<file path="config.mk">
export PLATFORM = sky130hd
export DESIGN_NAME = gem_fiber_tx_sequencer
export DESIGN_NICKNAME = d
export VERILOG_FILES = /design/src/rtl/gem_tx_seq_pkg.sv /design/src/rtl/gem_sync2.sv /design/src/rtl/gem_fiber_tx_sequencer.sv
export SDC_FILE = /design/constraint.sdc
export NUM_CORES = 1
export LEC_CHECK = 0
export ABC_AREA = 1
export CAP_MARGIN = 0
export CORE_MARGIN = 10
export CORE_UTILIZATION = 40
export DETAILED_ROUTE_END_ITERATION = 16
export HOLD_SLACK_MARGIN = 0.1
export PLACE_DENSITY_LB_ADDON = 0.3
export SLEW_MARGIN = 20
export SYNTH_ARGS = -nofsm -noshare
export SYNTH_HDL_FRONTEND = slang
export SYNTH_SLANG_ARGS = --single-unit
export TNS_END_PERCENT = 10
</file>
<file path="constraint.sdc">
create_clock -name TRG_CLK80 -period 6.7 [get_ports TRG_CLK80]
set_clock_uncertainty 0.15 [all_clocks]
set_input_delay 1.675 -clock TRG_CLK80 [delete_from_list [all_inputs] [get_ports TRG_CLK80]]
set_output_delay 1.675 -clock TRG_CLK80 [all_outputs]
set_load 0.05 [all_outputs]
</file>
<file path="src/rtl/gem_tx_seq_pkg.sv">
`default_nettype none
// ============================================================================
// Module   : gem_tx_seq_pkg
// Purpose  : State encoding, default parameters and timer sizing helper for
//            the GEM fiber TX bring-up sequencer.
// Revision : 1.0
// ============================================================================
package gem_tx_seq_pkg;

    typedef enum logic [3:0] {
        ST_IDLE         = 4'd0,
        ST_PLL_RST      = 4'd1,
        ST_PLL_WAIT     = 4'd2,
        ST_GTX_RST      = 4'd3,
        ST_RSTDONE_WAIT = 4'd4,
        ST_SYNC_WAIT    = 4'd5,
        ST_ALIGN        = 4'd6,
        ST_READY        = 4'd7,
        ST_FAIL         = 4'd8
    } state_e;

    localparam int DEF_RST_HOLD     = 16;
    localparam int DEF_LOCK_TIMEOUT = 4096;
    localparam int DEF_ALIGN_CYCLES = 256;
    localparam int DEF_MAX_RETRY    = 3;

    // Wide enough to hold the largest of the three load values.
    function automatic int tmr_width(input int a, input int b, input int c);
        int m;
        m = a;
        if (b > m) m = b;
        if (c > m) m = c;
        return $clog2(m + 1);
    endfunction

endpackage
`default_nettype wire

</file>
<file path="src/rtl/gem_sync2.sv">
`default_nettype none
// ============================================================================
// Module   : gem_sync2
// Purpose  : Two-flop synchronizer for a single asynchronous status bit.
// Revision : 1.0
// ============================================================================
module gem_sync2 (
    input  logic clk,
    input  logic rst_n,
    input  logic d,
    output logic q
);

    logic meta_q;
    logic sync_q;

    always_ff @(posedge clk or negedge rst_n) begin
        if (!rst_n) begin
            meta_q <= 1'b0;
            sync_q <= 1'b0;
        end else begin
            meta_q <= d;
            sync_q <= meta_q;
        end
    end

    assign q = sync_q;

endmodule
`default_nettype wire

</file>
<file path="src/rtl/gem_fiber_tx_sequencer.sv">
`default_nettype none
// ============================================================================
// Module   : gem_fiber_tx_sequencer
// Purpose  : PLL/GTX reset, phase-align and comma-window sequencer for the
//            GEM trigger fiber TX, with timeouts and bounded retries.
//            Optional READY lock monitor: define GEM_TX_SEQ_LOCKMON_EN.
// Revision : 1.0
// ============================================================================
module gem_fiber_tx_sequencer
    import gem_tx_seq_pkg::*;
#(
    parameter int RST_HOLD     = DEF_RST_HOLD,
    parameter int LOCK_TIMEOUT = DEF_LOCK_TIMEOUT,
    parameter int ALIGN_CYCLES = DEF_ALIGN_CYCLES,
    parameter int MAX_RETRY    = DEF_MAX_RETRY
) (
    input  logic       TRG_CLK80,
    input  logic       RST_N,
    input  logic       START,
    input  logic       TRG_TX_PLL_LOCK,
    input  logic       TRG_TXRESETDONE,
    input  logic       TX_SYNC_DONE,
    output logic       TRG_TX_PLLRST,
    output logic       TRG_GTXTXRST,
    output logic       TRG_RST,
    output logic       LINK_READY,
    output logic       LINK_ERR,
    output logic [3:0] STATE,
    output logic [3:0] RETRY_CNT
);

    localparam int            TW        = tmr_width(RST_HOLD, LOCK_TIMEOUT, ALIGN_CYCLES);
    localparam logic [TW-1:0] HOLD_LD   = TW'(RST_HOLD - 1);
    localparam logic [TW-1:0] WAIT_LD   = TW'(LOCK_TIMEOUT - 1);
    localparam logic [TW-1:0] ALIGN_LD  = TW'(ALIGN_CYCLES - 1);
    localparam logic [TW-1:0] TMR_ONE   = TW'(1);
    localparam logic [3:0]    RETRY_LIM = 4'(MAX_RETRY);

    logic lock_s;
    logic rdone_s;
    logic sync_s;

    gem_sync2 u_sync_lock  (.clk(TRG_CLK80), .rst_n(RST_N), .d(TRG_TX_PLL_LOCK), .q(lock_s));
    gem_sync2 u_sync_rdone (.clk(TRG_CLK80), .rst_n(RST_N), .d(TRG_TXRESETDONE), .q(rdone_s));
    gem_sync2 u_sync_sdone (.clk(TRG_CLK80), .rst_n(RST_N), .d(TX_SYNC_DONE),    .q(sync_s));

    state_e        state_q,  state_d;
    logic [TW-1:0] tmr_q,    tmr_d;
    logic [3:0]    retry_q,  retry_d;
    logic          pllrst_q, pllrst_d;
    logic          gtxrst_q, gtxrst_d;
    logic          trgrst_q, trgrst_d;
    logic          ready_q,  ready_d;
    logic          err_q,    err_d;
    logic          fault;
    logic [3:0]    retry_inc;

`ifdef GEM_TX_SEQ_LOCKMON_EN
    logic          lock_lo_q, lock_lo_d;
    assign lock_lo_d = (state_q == ST_READY) && !lock_s;
`endif

    assign retry_inc = (retry_q == 4'hF) ? 4'hF : retry_q + 4'd1;

    always_comb begin
        state_d = state_q;
        retry_d = retry_q;
        tmr_d   = tmr_q;
        fault   = 1'b0;

        if (!START) begin
            state_d = ST_IDLE;
        end else begin
            case (state_q)
                ST_IDLE: begin
                    state_d = ST_PLL_RST;
                    retry_d = 4'd0;
                end
                ST_PLL_RST:
                    if (tmr_q == '0) state_d = ST_PLL_WAIT;
                ST_PLL_WAIT:
                    if (lock_s)              state_d = ST_GTX_RST;
                    else if (tmr_q == '0)    fault   = 1'b1;
                ST_GTX_RST:
                    if (tmr_q == '0) state_d = ST_RSTDONE_WAIT;
                // Lock loss outranks progress; a status edge outranks the timeout.
                ST_RSTDONE_WAIT:
                    if (!lock_s)             fault   = 1'b1;
                    else if (rdone_s)        state_d = ST_SYNC_WAIT;
                    else if (tmr_q == '0)    fault   = 1'b1;
                ST_SYNC_WAIT:
                    if (!lock_s)             fault   = 1'b1;
                    else if (sync_s)         state_d = ST_ALIGN;
                    else if (tmr_q == '0)    fault   = 1'b1;
                ST_ALIGN:
                    if (!lock_s)             fault   = 1'b1;
                    else if (tmr_q == '0)    state_d = ST_READY;
                ST_READY: begin
`ifdef GEM_TX_SEQ_LOCKMON_EN
                    if (!lock_s && lock_lo_q) fault = 1'b1;
`endif
                end
                ST_FAIL: ;
                default: state_d = ST_IDLE;
            endcase

            if (fault) begin
                retry_d = retry_inc;
                state_d = (retry_inc >= RETRY_LIM) ? ST_FAIL : ST_PLL_RST;
            end
        end

        if (state_d != state_q) begin
            case (state_d)
                ST_PLL_RST, ST_GTX_RST:                       tmr_d = HOLD_LD;
                ST_PLL_WAIT, ST_RSTDONE_WAIT, ST_SYNC_WAIT:   tmr_d = WAIT_LD;
                ST_ALIGN:                                     tmr_d = ALIGN_LD;
                default:                                      tmr_d = '0;
            endcase
        end else if (tmr_q != '0) begin
            tmr_d = tmr_q - TMR_ONE;
        end

        // Outputs follow the next state so they flip on the same edge as STATE.
        pllrst_d = (state_d == ST_IDLE) || (state_d == ST_PLL_RST) || (state_d == ST_FAIL);
        gtxrst_d = (state_d == ST_IDLE) || (state_d == ST_PLL_RST) || (state_d == ST_PLL_WAIT) ||
                   (state_d == ST_GTX_RST) || (state_d == ST_FAIL);
        trgrst_d = (state_d != ST_READY);
        ready_d  = (state_d == ST_READY);
        err_d    = (state_d == ST_FAIL);
    end

    always_ff @(posedge TRG_CLK80 or negedge RST_N) begin
        if (!RST_N) begin
            state_q   <= ST_IDLE;
            tmr_q     <= '0;
            retry_q   <= 4'd0;
            pllrst_q  <= 1'b1;
            gtxrst_q  <= 1'b1;
            trgrst_q  <= 1'b1;
            ready_q   <= 1'b0;
            err_q     <= 1'b0;
`ifdef GEM_TX_SEQ_LOCKMON_EN
            lock_lo_q <= 1'b0;
`endif
        end else begin
            state_q   <= state_d;
            tmr_q     <= tmr_d;
            retry_q   <= retry_d;
            pllrst_q  <= pllrst_d;
            gtxrst_q  <= gtxrst_d;
            trgrst_q  <= trgrst_d;
            ready_q   <= ready_d;
            err_q     <= err_d;
`ifdef GEM_TX_SEQ_LOCKMON_EN
            lock_lo_q <= lock_lo_d;
`endif
        end
    end

    assign TRG_TX_PLLRST = pllrst_q;
    assign TRG_GTXTXRST  = gtxrst_q;
    assign TRG_RST       = trgrst_q;
    assign LINK_READY    = ready_q;
    assign LINK_ERR      = err_q;
    assign STATE         = state_q;
    assign RETRY_CNT     = retry_q;

endmodule
`default_nettype wire

</file>
==> metrics.txt <==
# TYPE chip_impl_metric gauge
chip_impl_info{name="run_status",value="completed"} 1
chip_impl_metric{name="io_buffers",unit=""} 18
chip_impl_info{name="timing.critical_path.max_delay_family",value="buffers and inverters"} 1
chip_impl_info{name="setup.worst_path.start_class",value="input pin"} 1
chip_impl_metric{name="cts_max_level",unit=""} 2
chip_impl_info{name="type_of_the_worst_min_delay_path",value="reg2reg"} 1
chip_impl_metric{name="cts_sinks",unit=""} 32
chip_impl_metric{name="cts_resized",unit=""} 0
chip_impl_metric{name="detailedPlacementHpwl",unit="mm"} 2.97
chip_impl_info{name="clockRootBuffer",value="sky130_fd_sc_hd__clkbuf_8"} 1
chip_impl_metric{name="ant_nets",unit=""} 0
chip_impl_metric{name="power_leakage",unit="nW"} 1.09
chip_impl_metric{name="critPathArrivalTime",unit="ps"} 3670
chip_impl_metric{name="clkPwrFrac",unit="%"} 21.1
chip_impl_info{name="cp-end-kind",value="flop"} 1
chip_impl_metric{name="worst_pin_slew",unit="ps"} 510
chip_impl_metric{name="p_comb_share",unit="%"} 41.2
chip_impl_info{name="crit_chain",value="clkdlybuf4s50_1 > inv_1 > a21oi_1 > nand2_2 > nor2_4 > nand2_1 > nand2_2 > nor2_4 > nand3_2 > clkinv_1 > a21oi_1"} 1
chip_impl_metric{name="seq_power_share",unit="%"} 37.7
chip_impl_metric{name="max_slew_margin",unit="%"} 65.9
chip_impl_metric{name="first_global_vias",unit=""} 1556
chip_impl_info{name="synth_area_leader_cell",value="sky130_fd_sc_hd__dfrtp_1"} 1
chip_impl_metric{name="ff2ff_setup_slack",unit="ps"} 3850
chip_impl_metric{name="cts_inserted_buffers",unit=""} 5
chip_impl_metric{name="synth.yosys.warnings",unit=""} 0
chip_impl_metric{name="synth-edff-count",unit=""} 0
chip_impl_info{name="registers.top_by_ff_count",value="tmr_q"} 1
chip_impl_metric{name="finalWorstPathRequiredPeriod",unit="ps"} 3620
chip_impl_info{name="synth_top_flop_cell",value="sky130_fd_sc_hd__dfrtp_1"} 1
chip_impl_metric{name="chipWidth",unit="µm"} 89.7
chip_impl_metric{name="worstRegToRegCells",unit=""} 18
chip_impl_metric{name="top_level_ports",unit=""} 19
chip_impl_metric{name="path_clk_slew",unit="ps"} 60
chip_impl_metric{name="synth.cell_area",unit="µm²"} 1940
chip_impl_metric{name="power.internal",unit="mW"} 0.392
chip_impl_metric{name="avgSynthCellArea",unit="µm²"} 8.30
chip_impl_metric{name="post-route-drc-count",unit=""} 0
chip_impl_info{name="worstReg2RegStart",value="tmr_q[0]$_DFFE_PN0P_"} 1
chip_impl_metric{name="grt_start_max_net_pins",unit=""} 33
chip_impl_metric{name="cts_buffer_depth",unit=""} 2
chip_impl_metric{name="placedInstanceArea",unit="µm²"} 2160
chip_impl_metric{name="via_per_inst",unit=""} 4.82
chip_impl_metric{name="number_of_cells_on_the_worst_hold_path",unit=""} 0
chip_impl_info{name="path_class",value="in2reg"} 1
chip_impl_metric{name="placement_rows",unit=""} 25
chip_impl_metric{name="die-area",unit="µm²"} 8040
chip_impl_metric{name="number_of_failing_setup_endpoints_in_the_final_timing_report",unit=""} 0
chip_impl_metric{name="worst_ir_drop_vdd",unit="mV"} 0.140
chip_impl_metric{name="grt_antenna_before_repair",unit=""} 0
chip_impl_metric{name="postCtsHoldBufs",unit=""} 0
chip_impl_metric{name="max_stage_delay",unit="ps"} 700
chip_impl_metric{name="drt_iter0_drcs",unit=""} 52
chip_impl_metric{name="initial_core_util",unit="%"} 41.1
chip_impl_metric{name="power_per_cell_area",unit="nW/µm²"} 292
chip_impl_info{name="cts_tree",value="built"} 1
chip_impl_metric{name="number_of_synthesized_register_bits",unit=""} 32
chip_impl_info{name="timing.hold.worst.start",value="u_sync_rdone.meta_q$_DFF_PN0_"} 1
chip_impl_metric{name="report.final.slew_viol_count",unit=""} 0
chip_impl_info{name="worst_path_cell_with_the_longest_stage_delay",value="sky130_fd_sc_hd__clkdlybuf4s50_1"} 1
chip_impl_metric{name="p_sw",unit="mW"} 0.262
chip_impl_metric{name="cts_setup_buffers",unit=""} 0
chip_impl_metric{name="timing.critical_path.required",unit="ps"} 6750
chip_impl_metric{name="grt_usage",unit="%"} 10.8
chip_impl_info{name="regToRegEndpoint",value="tmr_q[1]$_DFFE_PN0P_"} 1
chip_impl_metric{name="max_clock_freq",unit="MHz"} 276
chip_impl_metric{name="route.final.wire_length",unit="mm"} 4.03
chip_impl_metric{name="final.fill_count",unit=""} 469
chip_impl_metric{name="total_power",unit="mW"} 0.654
chip_impl_metric{name="stdcell_area",unit="µm²"} 2240
chip_impl_metric{name="vias",unit=""} 1551
chip_impl_metric{name="total_nets_final",unit=""} 263
chip_impl_info{name="synth.area.top_cells",value="sky130_fd_sc_hd__dfrtp_1, sky130_fd_sc_hd__nand2_1, sky130_fd_sc_hd__nand3_1"} 1
chip_impl_metric{name="timing.critical_path.fanout_max",unit=""} 13
chip_impl_metric{name="netlist_instances",unit=""} 234
chip_impl_metric{name="fraction_of_final_layout_cells_sized_beyond_drive_strength_1",unit="%"} 19.6
chip_impl_metric{name="gp_weighted_congestion",unit=""} 0.837
chip_impl_metric{name="clkLatencyLatePin",unit="ps"} 290
chip_impl_metric{name="timing.critical_path.buf_inv",unit=""} 3
chip_impl_metric{name="grt_ovf",unit=""} 0
chip_impl_metric{name="multi_input_comb_area",unit="µm²"} 946
chip_impl_metric{name="drtPass1Iterations",unit=""} 4
chip_impl_metric{name="post_synth_top_area_share",unit="%"} 37.4
chip_impl_metric{name="largest_reg_flops",unit=""} 13
chip_impl_metric{name="sequential_share_of_the_synthesized_area",unit="%"} 41.4
chip_impl_metric{name="global_route_wire_length_before_repair",unit="mm"} 6.90
chip_impl_metric{name="synth.net_count",unit=""} 242
chip_impl_metric{name="yosys.cell_types.count",unit=""} 33
chip_impl_metric{name="floorplan.core_area",unit="µm²"} 4720
chip_impl_metric{name="switching_share",unit="%"} 40.1
chip_impl_metric{name="post_drt_wl_per_cell",unit="µm"} 12.5
chip_impl_metric{name="timing.final.hold_violations",unit=""} 0
chip_impl_metric{name="flow.area_growth_from_synthesis",unit="%"} 15.1
chip_impl_metric{name="maxCapViolCount",unit=""} 0
chip_impl_metric{name="layout_worst_path_cycle_share",unit="%"} 54.0
chip_impl_metric{name="setup_tns",unit="ps"} 0
chip_impl_metric{name="async_reset_ff_share",unit="%"} 100
chip_impl_info{name="grt_setup_unrepaired",value="false"} 1
chip_impl_metric{name="die_y",unit="µm"} 89.7
chip_impl_metric{name="insertedDiodeCount",unit=""} 0
chip_impl_metric{name="seqCellArea",unit="µm²"} 805
chip_impl_info{name="holdPathEnd",value="u_sync_rdone.q$_DFF_PN0_"} 1
final cells by class:
class,instances,share of cell area [%]
multi-input combinational,162,42.3
clock buffer,6,3.25
inverter,35,6.10
tap,67,3.75
clock inverter,1,0.224
sequential,32,36.0
timing repair buffer,19,8.39
stage by stage:
step	cells	util, %	worst slack (ps)	hold WS [ps]
final	322	47.3	3080	202
after global routing	322	47.3	2880	207
after CTS	322	47.3	3080	205
after detailed placement	315	45.7	2800	190
after global placement	315	45.7	2850	187
after floorplan	234	-	3760	181
cell usage after synthesis (3+ instances only):
master                    count
sky130_fd_sc_hd__xnor2_1      3
sky130_fd_sc_hd__o21ai_0      3
sky130_fd_sc_hd__nand2_1     37
sky130_fd_sc_hd__nand2_4      3
sky130_fd_sc_hd__xor2_1       7
sky130_fd_sc_hd__nand2_2     16
sky130_fd_sc_hd__nor2_2       4
sky130_fd_sc_hd__nor2_1      20
sky130_fd_sc_hd__dfrtp_1     29
sky130_fd_sc_hd__nand3_2      3
sky130_fd_sc_hd__nand3_1     26
sky130_fd_sc_hd__dfstp_2      3
sky130_fd_sc_hd__inv_1       30
sky130_fd_sc_hd__o22ai_1      5
sky130_fd_sc_hd__nor2_4       6
sky130_fd_sc_hd__a21oi_1     14
cell usage in the layout, fill, tap and decap left out, types with 4 or more instances in the layout:
cell	count
sky130_fd_sc_hd__nand2_1	37
sky130_fd_sc_hd__inv_1	30
sky130_fd_sc_hd__dfrtp_1	29
sky130_fd_sc_hd__nand3_1	26
sky130_fd_sc_hd__nor2_1	20
sky130_fd_sc_hd__clkdlybuf4s50_1	18
sky130_fd_sc_hd__nand2_2	16
sky130_fd_sc_hd__a21oi_1	14
sky130_fd_sc_hd__xor2_1	7
sky130_fd_sc_hd__nor2_4	6
sky130_fd_sc_hd__o22ai_1	5
sky130_fd_sc_hd__clkbuf_8	5
sky130_fd_sc_hd__nor2_2	4
per-layer routing:
metal | wire, µm | share of wire (%) | GRT usage [%] | vias up
li1 | - | - | - | 792
met1 | 1900 | 47 | 12.4 | 722
met2 | 1900 | 47 | 18.6 | 30
met3 | 179 | 4.4 | 3.43 | 7
met4 | 49 | 1.2 | 3.61 | 0
met5 | 0 | 0 | 0 | -
worst max path at each step:
stage / from / to / slack, ps / depth (start not counted)
after floorplan: START / tmr_q[10]$_DFFE_PN0P_ / 3760 / 12
after global placement: START / tmr_q[1]$_DFFE_PN0P_ / 2850 / 12
after detailed placement: START / tmr_q[2]$_DFFE_PN0P_ / 2800 / 11
after CTS: START / tmr_q[2]$_DFFE_PN0P_ / 3080 / 11
after global routing: START / tmr_q[1]$_DFFE_PN0P_ / 2880 / 12
final: START / tmr_q[2]$_DFFE_PN0P_ / 3080 / 11
cells by family (layout without fill, tap and decap cells):
group	Yosys count	in the layout	share of synthesized area (%)
AOI/OAI and AO/OA	27	27	8.31
xor gates and xnor gates	10	10	4.51
adders and majority gates	2	2	1.29
buffers and inverters	40	61	9.86
DFF	32	32	41.4
and+or+nand+nor	123	123	34.6
power by group through the flow:
stage | Combinational, mW | Sequential [mW] | Clock [mW]
final | 0.269 | 0.247 | 0.138
after global routing | 0.307 | 0.250 | 0.150
after CTS | 0.272 | 0.247 | 0.142
after detailed placement | 0.268 | 0.250 | 0
after global placement | 0.265 | 0.250 | 0
after floorplan | 0.212 | 0.257 | 0
No activity file was read; power rests on OpenSTA's default activity.
==> patch 1: new RTL, same flow settings <==
Add a define of `GEM_TX_SEQ_LOCKMON_EN`.
--- a/src/rtl/gem_fiber_tx_sequencer.sv
+++ b/src/rtl/gem_fiber_tx_sequencer.sv
@@ -7,4 +7,6 @@
 // Revision : 1.0
 // ============================================================================
+`define GEM_TX_SEQ_LOCKMON_EN
+
 module gem_fiber_tx_sequencer
     import gem_tx_seq_pkg::*;
Function: same outputs for any inputs over 10 cycles, from zero or initial values and one cycle with RST_N low; that may be too few to reach the edited logic, so the function may still have changed.
==> patch 1 against the original RTL <==
Non-clock buffer count did not move; cell count grew 5.0%; wire length is 1.4% higher; sequential cell count grew 1; synthesized area is 1.2% higher; worst hold slack gained 0.0013 ns; total power is 11% higher; count of clock-buffer cells in the layout is 1 higher; design area is 3.2% higher; critical path depth is 10 lower; worst setup slack better by 0.080 ns.
==> patch 1: results (changes against the original RTL) <==
Parameter                              Value

STA
  Fin worst setup slack ... 3.162 ns (was 3.082 ns)
  Pin slew with the least headroom to its limit ... 0.5226 ns (was 0.5101 ns)

Synth
  Share of the yosys chip area belonging to registers ... 0.4220 (was 0.4143)
  Leading cell types by count after synthesis ... 45 x nand2_1, 35 x nand3_1, 34 x inv_1, 30 x dfrtp_1, 17 x nor2_1 (was 37 x nand2_1, 30 x inv_1, 29 x dfrtp_1, 26 x nand3_1, 20 x nor2_1)
  Ranking of synthesized cells by area ... dfrtp_1 38%, nand3_1 8.9%, nand2_1 8.6% (was dfrtp_1 37%, nand2_1 7.2%, nand3_1 6.7%)
  Synthesized Nets ... 258 (was 242)
  Distinct cell type count after synthesis ... 29 (was 33)
  Synthesized instance count ... 250 (was 234)
  Mean cell area of the mapped netlist ... 7.863 um^2 (was 8.299 um^2)

Worst setup path
  Critical path class ... reg2out (was in2reg)
  Worst reg2reg path endpoint ... tmr_q[4]$_DFFE_PN0P_ (was tmr_q[1]$_DFFE_PN0P_)
  Maximum net fanout on the critical path ... 9 (was 13)
  Critical Path Max Stage Delay ... 0.88 ns (was 0.70 ns)
  Worst EP arrival ... 1.71 ns (was 3.67 ns)
  Logic depth of the worst register-to-register path ... 17 (was 18)

Place
  Placed cell area ... 0.002192 mm^2 (was 0.002158 mm^2)
  Pre-CTS setup slack ... 2.913 ns (was 2.803 ns)
  Number of placed instances with taps included ... 330 (was 315)

Cells and area
  Non-clock buffering overhead in the final layout ... 0.08130 (was 0.08394)
  Number of clock buffers in the layout ... 7 (was 6)
  Clock Network Area Fraction ... 0.05041 (was 0.03470)
  Net count, final ... 278 (was 263)
  Fraction of final layout cells sized beyond drive strength 1 ... 0.1476 (was 0.1961)
  Number of multi-input logic gates ... 170 (was 162)
  Number of inverters outside the clock class in the layout ... 41 (was 35)
  Fraction of area in registers ... 0.3594 (was 0.3598)

Pwr
  Worst supply voltage drop on vdd ... 157.3 uV (was 139.7 uV)
  Internal portion of total power ... 0.4558 mW (was 0.3918 mW)
  Power share of the clock group ... 0.270 (was 0.211)
  Gate power share ... 0.366 (was 0.412)
  Overall power ... 0.7251 mW (was 0.6539 mW)

GRT
  All-Layer GR Usage ... 0.1100 (was 0.1083)
  Vias in the first global route ... 1626 (was 1556)
  Largest net degree at the start of global routing ... 34 (was 33)

Route
  Number of DRC violations after detailed-routing iteration 0 ... 99 (was 52)
  Via density ... 4.855 (was 4.817)
  Routed length per instance ... 12.10 um (was 12.53 um)

Outcome
  Status ... completed (unchanged)
## patch 1: cell count changes after synthesis, sizes merged
| cell | delta |
|---|---|
| clkinv | -1 |
| nor2 | -5 |
| dfrtp | +1 |
| nand3b | +1 |
| nand4 | +3 |
| o21bai | -1 |
| o31ai | -1 |
| nor3 | +2 |
| inv | +7 |
| nand3 | +9 |
| buf | +1 |
| nand2 | -3 |
| o21ai | +3 |
## patch 1: logic make-up (layout without fill, tap and decap cells)
group | Yosys count | after routing | share of synthesized area
AO/OA/AOI/OAI | 28 | 28 | 0.08020
XOR/XNOR | 10 | 10 | 0.04456
adder cells (fa/ha/maj) | 2 | 2 | 0.01273
buffers and inverters | 47 | 68 | 0.1012
flip-flops | 33 | 33 | 0.4220
AND/OR/NAND/NOR | 130 | 130 | 0.3393
## patch 1: metal layers
metal  wire length [um]  track usage
met5                  0            0
met4                 70      0.04377
met3                257      0.04156
met2               1767       0.1659
met1               1995       0.1381
==> patch 2: new RTL, config.mk and constraints unchanged <==
Without the edit above. Remove the register `err_q`: a continuous assignment takes its place, so the output `LINK_ERR` follows one clock earlier.
--- a/src/rtl/gem_fiber_tx_sequencer.sv
+++ b/src/rtl/gem_fiber_tx_sequencer.sv
@@ -140,5 +140,4 @@
             trgrst_q  <= 1'b1;
             ready_q   <= 1'b0;
-            err_q     <= 1'b0;
 `ifdef GEM_TX_SEQ_LOCKMON_EN
             lock_lo_q <= 1'b0;
@@ -152,5 +151,4 @@
             trgrst_q  <= trgrst_d;
             ready_q   <= ready_d;
-            err_q     <= err_d;
 `ifdef GEM_TX_SEQ_LOCKMON_EN
             lock_lo_q <= lock_lo_d;
@@ -158,4 +156,6 @@
         end
     end
+
+    assign err_q = err_d;
 
     assign TRG_TX_PLLRST = pllrst_q;
Formal check against the unedited RTL: no difference found for any inputs over 10 cycles, from zero or initial values and one cycle with RST_N low; that may be too few to reach the edited logic, so the function may still have changed.
==> patch 2 against the original RTL <==
Synthesized area is 1.3% lower; wire length fell by 0.47%; worst hold slack got worse by 0.0098 ns; sequential cell count is 1 lower; synthesized cell count fell by 0.43%; register-to-register slack lost 0.07 ns; worst setup slack got worse by 1.6 ns; largest power group unchanged; clock power grew 30%; design area shrank 0.56%; total power grew 4.9%; non-clock buffer count is the same; global-route usage grew 0.70 points.
==> patch 2: results (changes against the original RTL) <==
Parameter                              Value

STA
  Slew margin rel. ... 0.6586 (was 0.6589)
  Worst hold slack after final layout ... 0.1918 ns (was 0.2016 ns)
  Min Tclk post-route ... 5.209 ns (was 3.618 ns)

Place
  Half-perimeter wire length after detailed placement ... 2.972 mm (was 2.971 mm)
  Placed cell area ... 0.002117 mm^2 (was 0.002158 mm^2)
  RePlAce Congestion ... 0.9145 (was 0.8373)
  Pre-CTS setup slack ... 1.483 ns (was 2.803 ns)
  Number of placed instances with taps included ... 301 (was 315)

Synth
  Share of the yosys chip area belonging to registers ... 0.4067 (was 0.4143)
  Synthesized instance count ... 233 (was 234)
  XOR/XNOR Fraction of Synth Area ... 0.04569 (was 0.04510)
  Adder-cell area share of the yosys netlist ... 0.01305 (was 0.01289)
  Synthesized-area fraction occupied by ao, oa, aoi and oai cells ... 0.08420 (was 0.08312)
  Synthesized Nets ... 241 (was 242)
  Leading cell types by count after synthesis ... 37 x nand2_1, 30 x inv_1, 28 x dfrtp_1, 26 x nand3_1, 20 x nor2_1 (was 37 x nand2_1, 30 x inv_1, 29 x dfrtp_1, 26 x nand3_1, 20 x nor2_1)
  Ranking of synthesized cells by area ... dfrtp_1 37%, nand2_1 7.2%, nand3_1 6.8% (was dfrtp_1 37%, nand2_1 7.2%, nand3_1 6.7%)
  Share of async-settable or async-resettable flops after synthesis ... 1.000 (unchanged)

Worst setup path
  Critical Path Max Stage Delay ... 0.79 ns (was 0.70 ns)
  Maximum net fanout on the critical path ... 8 (was 13)
  R2r setup slk ... 3.78 ns (was 3.85 ns)
  Worst reg2reg path endpoint ... tmr_q[1]$_DFFE_PN0P_ (unchanged)

Cells and area
  Fill cells ... 449 (was 469)
  Non-filler cells, final ... 309 (was 322)
  Antenna diode count ... 0 (unchanged)
  Net count, final ... 262 (was 263)

GRT
  All-Layer GR Usage ... 0.1153 (was 0.1083)
  First-pass GRT wire length ... 7.072 mm (was 6.900 mm)
  Largest net degree at the start of global routing ... 32 (was 33)
  Vias in the first global route ... 1470 (was 1556)

Clock tree
  Insertion delay of the later-clocked pin in the worst-skew pair ... 0.29 ns (about the same)
  Clock slew at reported path FFs ... 0.06 ns (about the same)
  Root Buffer Master ... clkbuf_8 (unchanged)

Route
  Via density ... 4.883 (was 4.817)
  Number of DRC violations after detailed-routing iteration 0 ... 113 (was 52)
  Routed wire length ... 4.015 mm (was 4.034 mm)

Min path
  Path category of the worst min-delay check ... reg2reg (unchanged)

Pwr
  Worst supply voltage drop on vdd ... 177.5 uV (was 139.7 uV)
  Leakage power of the design ... 1.085 nW (was 1.088 nW)

Outcome
  Status ... completed (unchanged)
patch 2: worst max path at each step:
stage,from,endpoint,cells after the start
6_report,START,LINK_ERR,4
5_1_grt,START,LINK_ERR,4
4_1_cts,START,LINK_ERR,4
3_5_place_dp,START,LINK_ERR,4
3_3_place_gp,START,LINK_ERR,4
2_1_floorplan,START,LINK_ERR,3
patch 2: report_power, final:
part           switching [mW]  internal, mW  leakage [nW]
Sequential             0.0242         0.216         0.397
Combinational           0.168        0.0986         0.636
Clock                  0.0679         0.111        0.0524
patch 2: cell families after synthesis:
family,count (synthesis)
fa+ha+maj,2
xor+xnor,10
simple gates,123
flops,31
compound gates,27
buf+inv,40
patch 2: cell type report:
class,instances,area (um^2),area share
Tap cell,54,67.56,0.03039
Sequential cell,31,779.5,0.3506
Clock inverter,1,30.03,0.01351
Multi-Input combinational cell,162,945.9,0.4254
Timing Repair Buffer,19,187.7,0.08441
Clock buffer,7,76.32,0.03433
Inverter,35,136.4,0.06134
patch 2: per-layer routing:
| layer | wire length (um) | track usage | up-vias |
|---|---|---|---|
| met1 | 1995 | 0.1546 | 688 |
| met3 | 201 | 0.03737 | 7 |
| met5 | 0 | 0 | - |
| li1 | - | - | 785 |
| met2 | 1748 | 0.1604 | 29 |
| met4 | 70 | 0.05925 | 0 |
